==> src/rtl/counter_en_core.sv <==
// Bounded up/down counter with enable; range is [min(A,B), max(A,B)].
// Define COUNTER_EN_CARRY_REG_EN for a registered Z_carry (default: combinational).
module counter_en_core #(
   parameter int unsigned WIDTH = 4
) (
   input  logic             clk,
   input  logic             reset_p,
   input  logic             EN,
   input  logic [WIDTH-1:0] A,
   input  logic [WIDTH-1:0] B,
   input  logic             D,
   output logic [WIDTH-1:0] Q,
   output logic             Z_carry
);

   localparam logic [WIDTH-1:0] ONE = WIDTH'(1);

   logic [WIDTH-1:0] lo;
   logic [WIDTH-1:0] hi;
   logic [WIDTH-1:0] q_next;
   logic             in_range;
   logic             at_term;

   always_comb begin
      lo       = (A < B) ? A : B;
      hi       = (A < B) ? B : A;
      in_range = (Q >= lo) && (Q <= hi);
      at_term  = D ? (Q == lo) : (Q == hi);
      q_next   = Q;
      // Out-of-range reload and wrap both land on the entry bound for the direction
      if (!in_range || at_term) begin
         q_next = D ? hi : lo;
      end else if (D) begin
         q_next = Q - ONE;
      end else begin
         q_next = Q + ONE;
      end
   end

   always_ff @(posedge clk) begin
      if (reset_p) begin
         Q <= A;
      end else if (EN) begin
         Q <= q_next;
      end
   end

`ifdef COUNTER_EN_CARRY_REG_EN
   logic z_q;

   always_ff @(posedge clk) begin
      if (reset_p) begin
         z_q <= 1'b0;
      end else begin
         z_q <= EN && in_range && at_term;
      end
   end

   assign Z_carry = z_q;
`else
   assign Z_carry = EN && !reset_p && in_range && at_term;
`endif

endmodule

==> config.mk <==
export PLATFORM = sky130hd
export DESIGN_NAME = counter_en_core
export DESIGN_NICKNAME = d
export VERILOG_FILES = /design/src/rtl/counter_en_core.sv
export SDC_FILE = /design/constraint.sdc
export NUM_CORES = 1
export LEC_CHECK = 0
export BUFFER_PORTS_ARGS = -buffer_cell sky130_fd_sc_hd__buf_2
export CORE_UTILIZATION = 53
export CTS_CLUSTER_DIAMETER = 100
export DETAILED_ROUTE_END_ITERATION = 12
export GPL_TIMING_DRIVEN = 0
export PLACE_DENSITY = 0.8
export SYNTH_ARGS = -nofsm -noshare
export SYNTH_HDL_FRONTEND = slang
export SYNTH_SLANG_ARGS = --single-unit
==> constraint.sdc <==
create_clock -name clk -period 5.3 [get_ports clk]
set_clock_uncertainty 0.2 [all_clocks]
set_input_delay 0.795 -clock clk [delete_from_list [all_inputs] [get_ports clk]]
set_output_delay 0.795 -clock clk [all_outputs]
set_load 0.01 [all_outputs]
==> impl_metrics.yaml, run 1 <==
status:
  status: "complete, no violations"
clocking:
  cts_root_buf: "clkbuf_4"
  cts_resized: 0
  clock_sinks: 4
  cts_tree: "built"
  ctsHoldBuffers: 0
  htree_levels: 1
  insertion_delay_ps: 240
  cts_made_buffers: 3
  cts_buffer_depth: 2
  post-cts-setup-buffer-count: 0
  path_clk_slew_ps: 30
logic_synthesis:
  syn-cell-area_um2: 755.7
  synth_compound_area_share_pct: 23.18
  synth_fa_ha_area_share_pct: 27.48
  yosys.area_share.simple_pct: 12.42
  yosys_warnings: 0
  synthMuxAreaShare_pct: 9.437
  ys_async_sr_fraction_pct: 0
  synth_seq_cells: 4
  synthCells: 77
  synth-xor-area-share_pct: 4.636
  ys.flop_type: "edfxtp_1"
  synth-edff-count: 4
  ys_types: 31
  syn_nets: 105
  synth_seq_area_share_pct: 15.89
  syn_area_per_cell_um2: 9.815
  synth_top_family_by_area: "adder cells"
critical_path:
  r2r-start: "Q[2]"
  rr_worst_depth: 7
  startpoint: "B[1]"
  r2r_slack_ps: 2540
  r2r_end: "Q[1]"
  required_ps: 4300
  end_kind: "output port"
  arrival_ps: 3500
  crit_path_start_kind: "primary input"
  crit_fanout: 8
  critPathKind: "primary input to output port"
floorplan:
  fp.dieH_um: 39.76
  core_um2: 1318
  die_area_um2: 1581
  initial_utilization_pct: 57.36
  placementRows: 13
  fp.dieW_um: 39.76
  io_pins: 17
run:
  maxCapViolCount: 0
placed_design:
  dp_slack_ps: 822.7
  place_hpwl_um: 1312
  numPortBuffers: 15
  placedCellCount: 107
  place_congestion: 0.8199
timing:
  maxSlewHeadroom_pct: 59.38
  maxSlewViolCount: 0
  setup_viol: 0
  setup_slack_ps: 802.4
  min_period_ps: 4498
  fmax_mhz: 222.3
  period_share_pct: 84.86
  worst_pin_slew_ps: 607.2
  grt_setup_unrepaired: "no"
  final.setup.tns_ps: 0
  hold_viol: 0
grt:
  grt_max_degree: 9
  antenna_found_initial: 0
  grt_pass1_vias: 574
  overflow: 0
  track_usage_pct: 24.68
  grt_pass1_wl_um: 2463
finish:
  diodes: 0
  multi_input_area_um2: 583.1
  regArea_um2: 120.1
  largest_reg_flops: 4
  top_regs: "Q (4)"
  drive_above_1_share_pct: 27.37
  nNetsFinal: 125
  largest_register: "Q"
  areaGrowthSynthToFinish_pct: 15.40
  n_fill_cell: 106
  fin_cells: 110
power:
  internal-power_uw: 171.9
  netSwitchingFraction_pct: 42.32
  clkPwrFrac_pct: 13.1
  switchingPower_uw: 126.1
  p_total_uw: 298.0
  power_density_nw_per_um2: 341.7
  seq_power_share_pct: 20.9
  pwr-share-comb_pct: 66.0
  vdd_drop_max_mv: 0.2374
  power_leakage_uw: 0.0004477
routing:
  routed_wl_um: 1546
  vias_per_cell: 6.018
  ant_nets: 0
  wire_per_inst_um: 14.05
  drcViolationCount: 0
  dr_total_vias: 662
  dr.first_iter.drc_count: 31
  firstDrtPassIters: 5
min_path:
  hold_path_class: "flop to flop"
  holdPathEnd: "Q[0]"
  holdCritStartpoint: "Q[0]"
  whs_path_depth: 1
==> power by group through the flow <==
stage          registers (uW)  logic (uW)  clock network, uW
2_1_floorplan            63.9         147                  0
3_3_place_gp             63.1         189                  0
3_5_place_dp             63.1         194                  0
4_1_cts                  62.7         196               40.5
5_1_grt                  64.2         220               41.9
6_report                 62.4         197               39.0
==> worst max-delay path, cell delays in order <==
cell and delay, ps:
buf_2 120, inv_1 50, ha_1 250, a21boi_1 150, o41ai_4 510, mux2i_1 280
ha_1 300, and3b_4 220, a2111oi_4 290, o221ai_2 190, nor3_1 190, buf_2 150
==> cells by family (layout without fill, tap and decap cells) <==
kind of cell,Yosys count,after routing
compound gates,17,17
xor+xnor,4,4
fa+ha+maj,16,16
buf+inv,12,30
flops,4,4
mux,7,7
simple gates,17,17
==> through the flow <==
stage | hold WS, ps | util [%] | instance area (um^2)
finish | 492.2 | 66.19 | 872.1
detailed placement | 489.8 | 64.48 | 849.6
global placement | 499.7 | 64.48 | 849.6
floorplan | 497.4 | - | 755.7
global route | 544.9 | 66.19 | 872.1
CTS | 494.2 | 66.19 | 872.1
==> metal layers <==
| layer | vias up | global-route usage (%) | wire length (um) |
|---|---|---|---|
| li1 | 324 | - | - |
| met1 | 300 | 29.49 | 647 |
| met2 | 32 | 39.34 | 746 |
| met3 | 6 | 3.409 | 110 |
| met4 | 0 | 18.10 | 42 |
| met5 | - | 0 | 0 |
==> cell usage after synthesis, types with 2 or more instances <==
cell / count / area, um^2
inv_1: 11 / 41.29
edfxtp_1: 4 / 120.1
o21ai_0: 2 / 10.01
nor2_1: 5 / 18.77
xnor2_1: 2 / 17.52
a21oi_1: 2 / 10.01
xor2_1: 2 / 17.52
a21o_1: 2 / 15.01
mux2i_1: 6 / 60.06
a222oi_1: 3 / 30.03
ha_1: 15 / 187.7
nor3_1: 2 / 10.01
nand2_1: 3 / 11.26
==> final cells by class <==
cell class | count | area share [%]
multi-input combinational | 61 | 66.86
sequential | 4 | 13.77
timing repair buffer | 15 | 8.608
inverter | 11 | 4.735
clock buffer | 3 | 2.582
tap | 15 | 2.152
buffer | 1 | 1.291
==> how the worst max path moves through the flow <==
stage / to / slack [ps] / cells past startpoint
final: Z_carry / 800 / 12
after global routing: Z_carry / 640 / 12
after CTS: Z_carry / 790 / 12
after detailed placement: Z_carry / 820 / 12
after global placement: Z_carry / 870 / 12
after floorplan: Z_carry / 1160 / 10
==> cell usage in the layout (no fill, tap or decap), types with 2 or more instances in the layout <==
cell type and instances:
a21o_1 2, edfxtp_1 4, a222oi_1 3, clkbuf_4 3
a21oi_1 2, mux2i_1 6, xor2_1 2, nand2_1 3
nor2_1 5, nor3_1 2, buf_2 15, inv_1 11
o21ai_0 2, xnor2_1 2, ha_1 15
No activity file was read; power rests on OpenSTA's default activity.
==> run 2: changes to the inputs <==
==> constraint.sdc (replaced) <==
create_clock -name clk -period 4.3 [get_ports clk]
set_clock_uncertainty 0.2 [all_clocks]
set_input_delay 0.645 -clock clk [delete_from_list [all_inputs] [get_ports clk]]
set_output_delay 0.645 -clock clk [all_outputs]
set_load 0.01 [all_outputs]
==> impl_metrics.yaml, run 2 (synthesis gave the netlist of run 1 again) <==
status:
  status: "complete, no violations"
placed_design:
  numPortBuffers: 15
  place_congestion: 0.8199
  dp_slack_ps: 120.3
  placed_area_um2: 849.6
  place_hpwl_um: 1312
routing:
  wire_per_inst_um: 14.19
  routed_wl_um: 1575
  drcViolationCount: 0
  firstDrtPassIters: 5
  ant_nets: 0
  vias_per_cell: 6.027
  dr.first_iter.drc_count: 24
  dr_total_vias: 669
finish:
  regArea_um2: 120.1
  final_cell_area_um2: 879.6
  nNetsFinal: 126
  largest_reg_flops: 4
  final_core_util_pct: 66.76
  areaGrowthSynthToFinish_pct: 16.39
  diodes: 0
  largest_register: "Q"
  multi_input_area_um2: 583.1
  n_fill_cell: 104
  drive_above_1_share_pct: 28.13
  top_regs: "Q (4)"
  final_cell_mix: "ha_1 (15), buf_2 (15), inv_1 (11)"
grt:
  grt_pass1_wl_um: 2463
  track_usage_pct: 24.68
  grt_pass1_vias: 574
  grt_max_degree: 9
  antenna_found_initial: 0
  overflow: 0
floorplan:
  core_um2: 1318
  initial_utilization_pct: 57.36
  fp.dieW_um: 39.76
  fp.dieH_um: 39.76
  placementRows: 13
  io_pins: 17
  die_area_um2: 1581
clocking:
  clock_sinks: 4
  cts_tree: "built"
  cts_buffer_depth: 2
  cts_root_buf: "clkbuf_4"
  post-cts-setup-buffer-count: 0
  insertion_delay_ps: 240
  cts_resized: 0
  cts_made_buffers: 3
  ctsHoldBuffers: 0
  path_clk_slew_ps: 30
  htree_levels: 1
min_path:
  holdPathEnd: "Q[0]"
  holdCritStartpoint: "Q[0]"
  hold_path_class: "flop to flop"
  whs_path_depth: 1
timing:
  worst_pin_slew_ps: 322.6
  fmax_mhz: 242.6
  min_period_ps: 4122
  grt_setup_unrepaired: "no"
  maxSlewViolCount: 0
  hold_viol: 0
  setup_viol: 0
  maxSlewHeadroom_pct: 78.33
  fin_hold_ws_ps: 489.8
  final.setup.tns_ps: 0
  period_share_pct: 95.86
  setup_slack_ps: 178.1
critical_path:
  slowest_delay_ps: 300
  r2r-start: "Q[2]"
  end_kind: "output port"
  cp_num_buf_inv: 4
  r2r_end: "Q[1]"
  rr_worst_depth: 7
  crit_fanout: 8
  worst_path_dominant_cell_family: "compound AO/OA/AOI/OAI gates"
  arrival_ps: 3280
  crit_slowest_cell: "ha_1"
  r2r_slack_ps: 1550
  critPathKind: "primary input to output port"
  path_cells: "buf_2 > inv_1 > ha_1 > a21boi_1 > o41ai_4 > buf_4 > mux2i_1 > ha_1 > and3b_4 > a2111oi_4 > o221ai_2 > nor3_1 > buf_2"
  required_ps: 3450
  crit_path_start_kind: "primary input"
run:
  maxCapViolCount: 0
power:
  power_leakage_uw: 0.0004523
  vdd_drop_max_mv: 0.2928
  power_density_nw_per_um2: 419.2
run 2: final cells by class:
cell class,instances,area share [%]
buffer,1,1.280
clock buffer,3,2.560
inverter,11,4.694
multi-input combinational,61,66.29
sequential,4,13.66
tap,15,2.134
timing repair buffer,16,9.388
run 2: how the worst max path moves through the flow:
stage / depth (start not counted) / startpoint / endpoint / slack, ps
final: 13 / B[1] / Z_carry / 180
after global routing: 13 / B[1] / Z_carry / 30
after CTS: 12 / B[1] / Z_carry / 90
after detailed placement: 13 / B[1] / Q[1] / 120
after global placement: 13 / B[1] / Q[0] / 160
after floorplan: 10 / B[1] / Z_carry / 460
run 2: layer usage:
layer | vias up | global-route usage, % | part of all wire, %
met3 | 6 | 3.409 | 4.6
li1 | 327 | - | -
met5 | - | 0 | 0
met2 | 33 | 39.34 | 48
met4 | 0 | 18.10 | 2.7
met1 | 303 | 29.49 | 45
run 2: through the flow:
| step | std cells | total power (uW) |
|---|---|---|
| 6_report | 111 | 368.7 |
| 5_1_grt | 111 | 403.6 |
| 3_3_place_gp | 107 | 310.5 |
| 2_1_floorplan | 77 | 260.3 |
| 3_5_place_dp | 107 | 316.9 |
| 4_1_cts | 110 | 368.7 |
run 2: where the power goes:
group | internal, uW | switching (uW)
sequential | 60.6 | 16.3
combinational | 122 | 123
clock | 31.2 | 16.2
==> run 3: changes to the inputs <==
--- a/config.mk
+++ b/config.mk
@@ -6,11 +6,11 @@
 export NUM_CORES = 1
 export LEC_CHECK = 0
 export BUFFER_PORTS_ARGS = -buffer_cell sky130_fd_sc_hd__buf_2
-export CORE_UTILIZATION = 53
+export CORE_UTILIZATION = 57
 export CTS_CLUSTER_DIAMETER = 100
 export DETAILED_ROUTE_END_ITERATION = 12
 export GPL_TIMING_DRIVEN = 0
-export PLACE_DENSITY = 0.8
+export PLACE_DENSITY = 0.85
 export SYNTH_ARGS = -nofsm -noshare
 export SYNTH_HDL_FRONTEND = slang
 export SYNTH_SLANG_ARGS = --single-unit
==> constraint.sdc (replaced) <==
create_clock -name clk -period 5.29 [get_ports clk]
set_clock_uncertainty 0.2 [all_clocks]
set_input_delay 0.7935 -clock clk [delete_from_list [all_inputs] [get_ports clk]]
set_output_delay 0.7935 -clock clk [all_outputs]
set_load 0.01 [all_outputs]
==> impl_metrics.yaml, run 3 (synthesis gave the netlist of run 1 again) <==
timing:
  fin_hold_ws_ps: 517.9
  maxSlewViolCount: 0
  min_period_ps: 4482
  maxSlewHeadroom_pct: 56.74
  final.setup.tns_ps: 0
  worst_pin_slew_ps: 646.7
  grt_setup_unrepaired: "no"
  fmax_mhz: 223.1
  setup_viol: 0
  hold_viol: 0
  period_share_pct: 84.72
finish:
  drive_above_1_share_pct: 27.37
  nNetsFinal: 125
  final_core_util_pct: 74.36
  areaGrowthSynthToFinish_pct: 15.23
  final_cell_mix: "ha_1 (15), buf_2 (15), inv_1 (11)"
  largest_register: "Q"
  n_fill_cell: 86
  regArea_um2: 120.1
  multi_input_area_um2: 583.1
  top_regs: "Q (4)"
  largest_reg_flops: 4
  diodes: 0
clocking:
  cts_made_buffers: 3
  ctsHoldBuffers: 0
  path_clk_slew_ps: 30
  cts_buffer_depth: 2
  cts_resized: 0
  htree_levels: 1
  post-cts-setup-buffer-count: 0
  cts_tree: "built"
  insertion_delay_ps: 230
  cts_root_buf: "clkbuf_4"
  clock_sinks: 4
critical_path:
  r2r-start: "Q[2]"
  r2r_end: "Q[0]"
  crit_path_start_kind: "primary input"
  rr_worst_depth: 7
  required_ps: 4300
  end_kind: "output port"
  arrival_ps: 3490
  crit_fanout: 8
  critPathKind: "primary input to output port"
  r2r_slack_ps: 2540
routing:
  firstDrtPassIters: 5
  dr_total_vias: 651
  routed_wl_um: 1501
  drcViolationCount: 0
  wire_per_inst_um: 13.77
  dr.first_iter.drc_count: 25
  vias_per_cell: 5.972
  ant_nets: 0
power:
  vdd_drop_max_mv: 0.2948
  internal-power_uw: 172.8
  power_density_nw_per_um2: 342.5
  power_leakage_uw: 0.0004477
  switchingPower_uw: 125.4
  netSwitchingFraction_pct: 42.05
  seq_power_share_pct: 21.1
  clkPwrFrac_pct: 12.1
  pwr-share-comb_pct: 66.8
  p_total_uw: 298.2
placed_design:
  place_hpwl_um: 1288
  numPortBuffers: 15
  place_congestion: 0.8376
run:
  maxCapViolCount: 0
floorplan:
  fp.dieH_um: 38.41
  io_pins: 17
  placementRows: 12
  initial_utilization_pct: 64.53
  core_um2: 1171
  die_area_um2: 1475
  fp.dieW_um: 38.41
min_path:
  hold_path_class: "flop to flop"
  holdPathEnd: "Q[0]"
  holdCritStartpoint: "Q[0]"
  whs_path_depth: 1
grt:
  grt_pass1_vias: 587
  track_usage_pct: 24.30
  grt_max_degree: 9
  grt_pass1_wl_um: 2532
  overflow: 0
  antenna_found_initial: 0
status:
  status: "complete, no violations"
run 3: cell count changes in the layout (fill, tap and decap cells not counted):
cell   change
buf_4      -1
run 3: worst max-delay path by stage:
stage / start / end / slack, ps
after floorplan: B[1] / Z_carry / 1150
after global placement: B[1] / Z_carry / 830
after detailed placement: B[1] / Z_carry / 820
after CTS: B[1] / Z_carry / 810
after global routing: B[1] / Z_carry / 680
final: B[1] / Z_carry / 810
run 3: metal layers:
metal	vias to the layer above	GRT usage, %	routed length [um]
met2	31	40.68	723
met1	294	33.92	659
met5	-	0	0
met3	0	3.488	119
met4	0	2.586	0
li1	326	-	-
run 3: area by class of cell:
cell class	instances	area share, %
well taps	14	2.011
multi-input cells	61	66.95
repair buffers	15	8.621
plain buffers	1	1.293
flip-flops and latches	4	13.79
inverters	11	4.741
clock buffers	3	2.586
run 3: through the flow:
step           cells  cell area (um^2)  worst slack, ps
4_1_cts          109             870.8            807.6
6_report         109             870.8            808.4
5_1_grt          109             870.8            678.0
2_1_floorplan     77             755.7             1149
3_3_place_gp     106             848.3            833.1
3_5_place_dp     106             848.3            822.8
run 3: power by group through the flow:
| stage | combinational, uW | sequential [uW] | clock, uW |
|---|---|---|---|
| 5_1_grt | 222 | 64.8 | 39.3 |
| 3_3_place_gp | 189 | 63.1 | 0 |
| 4_1_cts | 199 | 62.7 | 37.2 |
| 6_report | 199 | 62.8 | 36.2 |
| 3_5_place_dp | 197 | 63.2 | 0 |
| 2_1_floorplan | 148 | 64.0 | 0 |
run 3: critical path, stage by stage:
cell and delay [ps]:
buf_2 110, inv_1 40, ha_1 250, a21boi_1 150, o41ai_4 540, mux2_1 410, ha_1 300, nand2b_1 140
a2111o_1 410, o221ai_2 110, nor3_1 80, buf_2 140
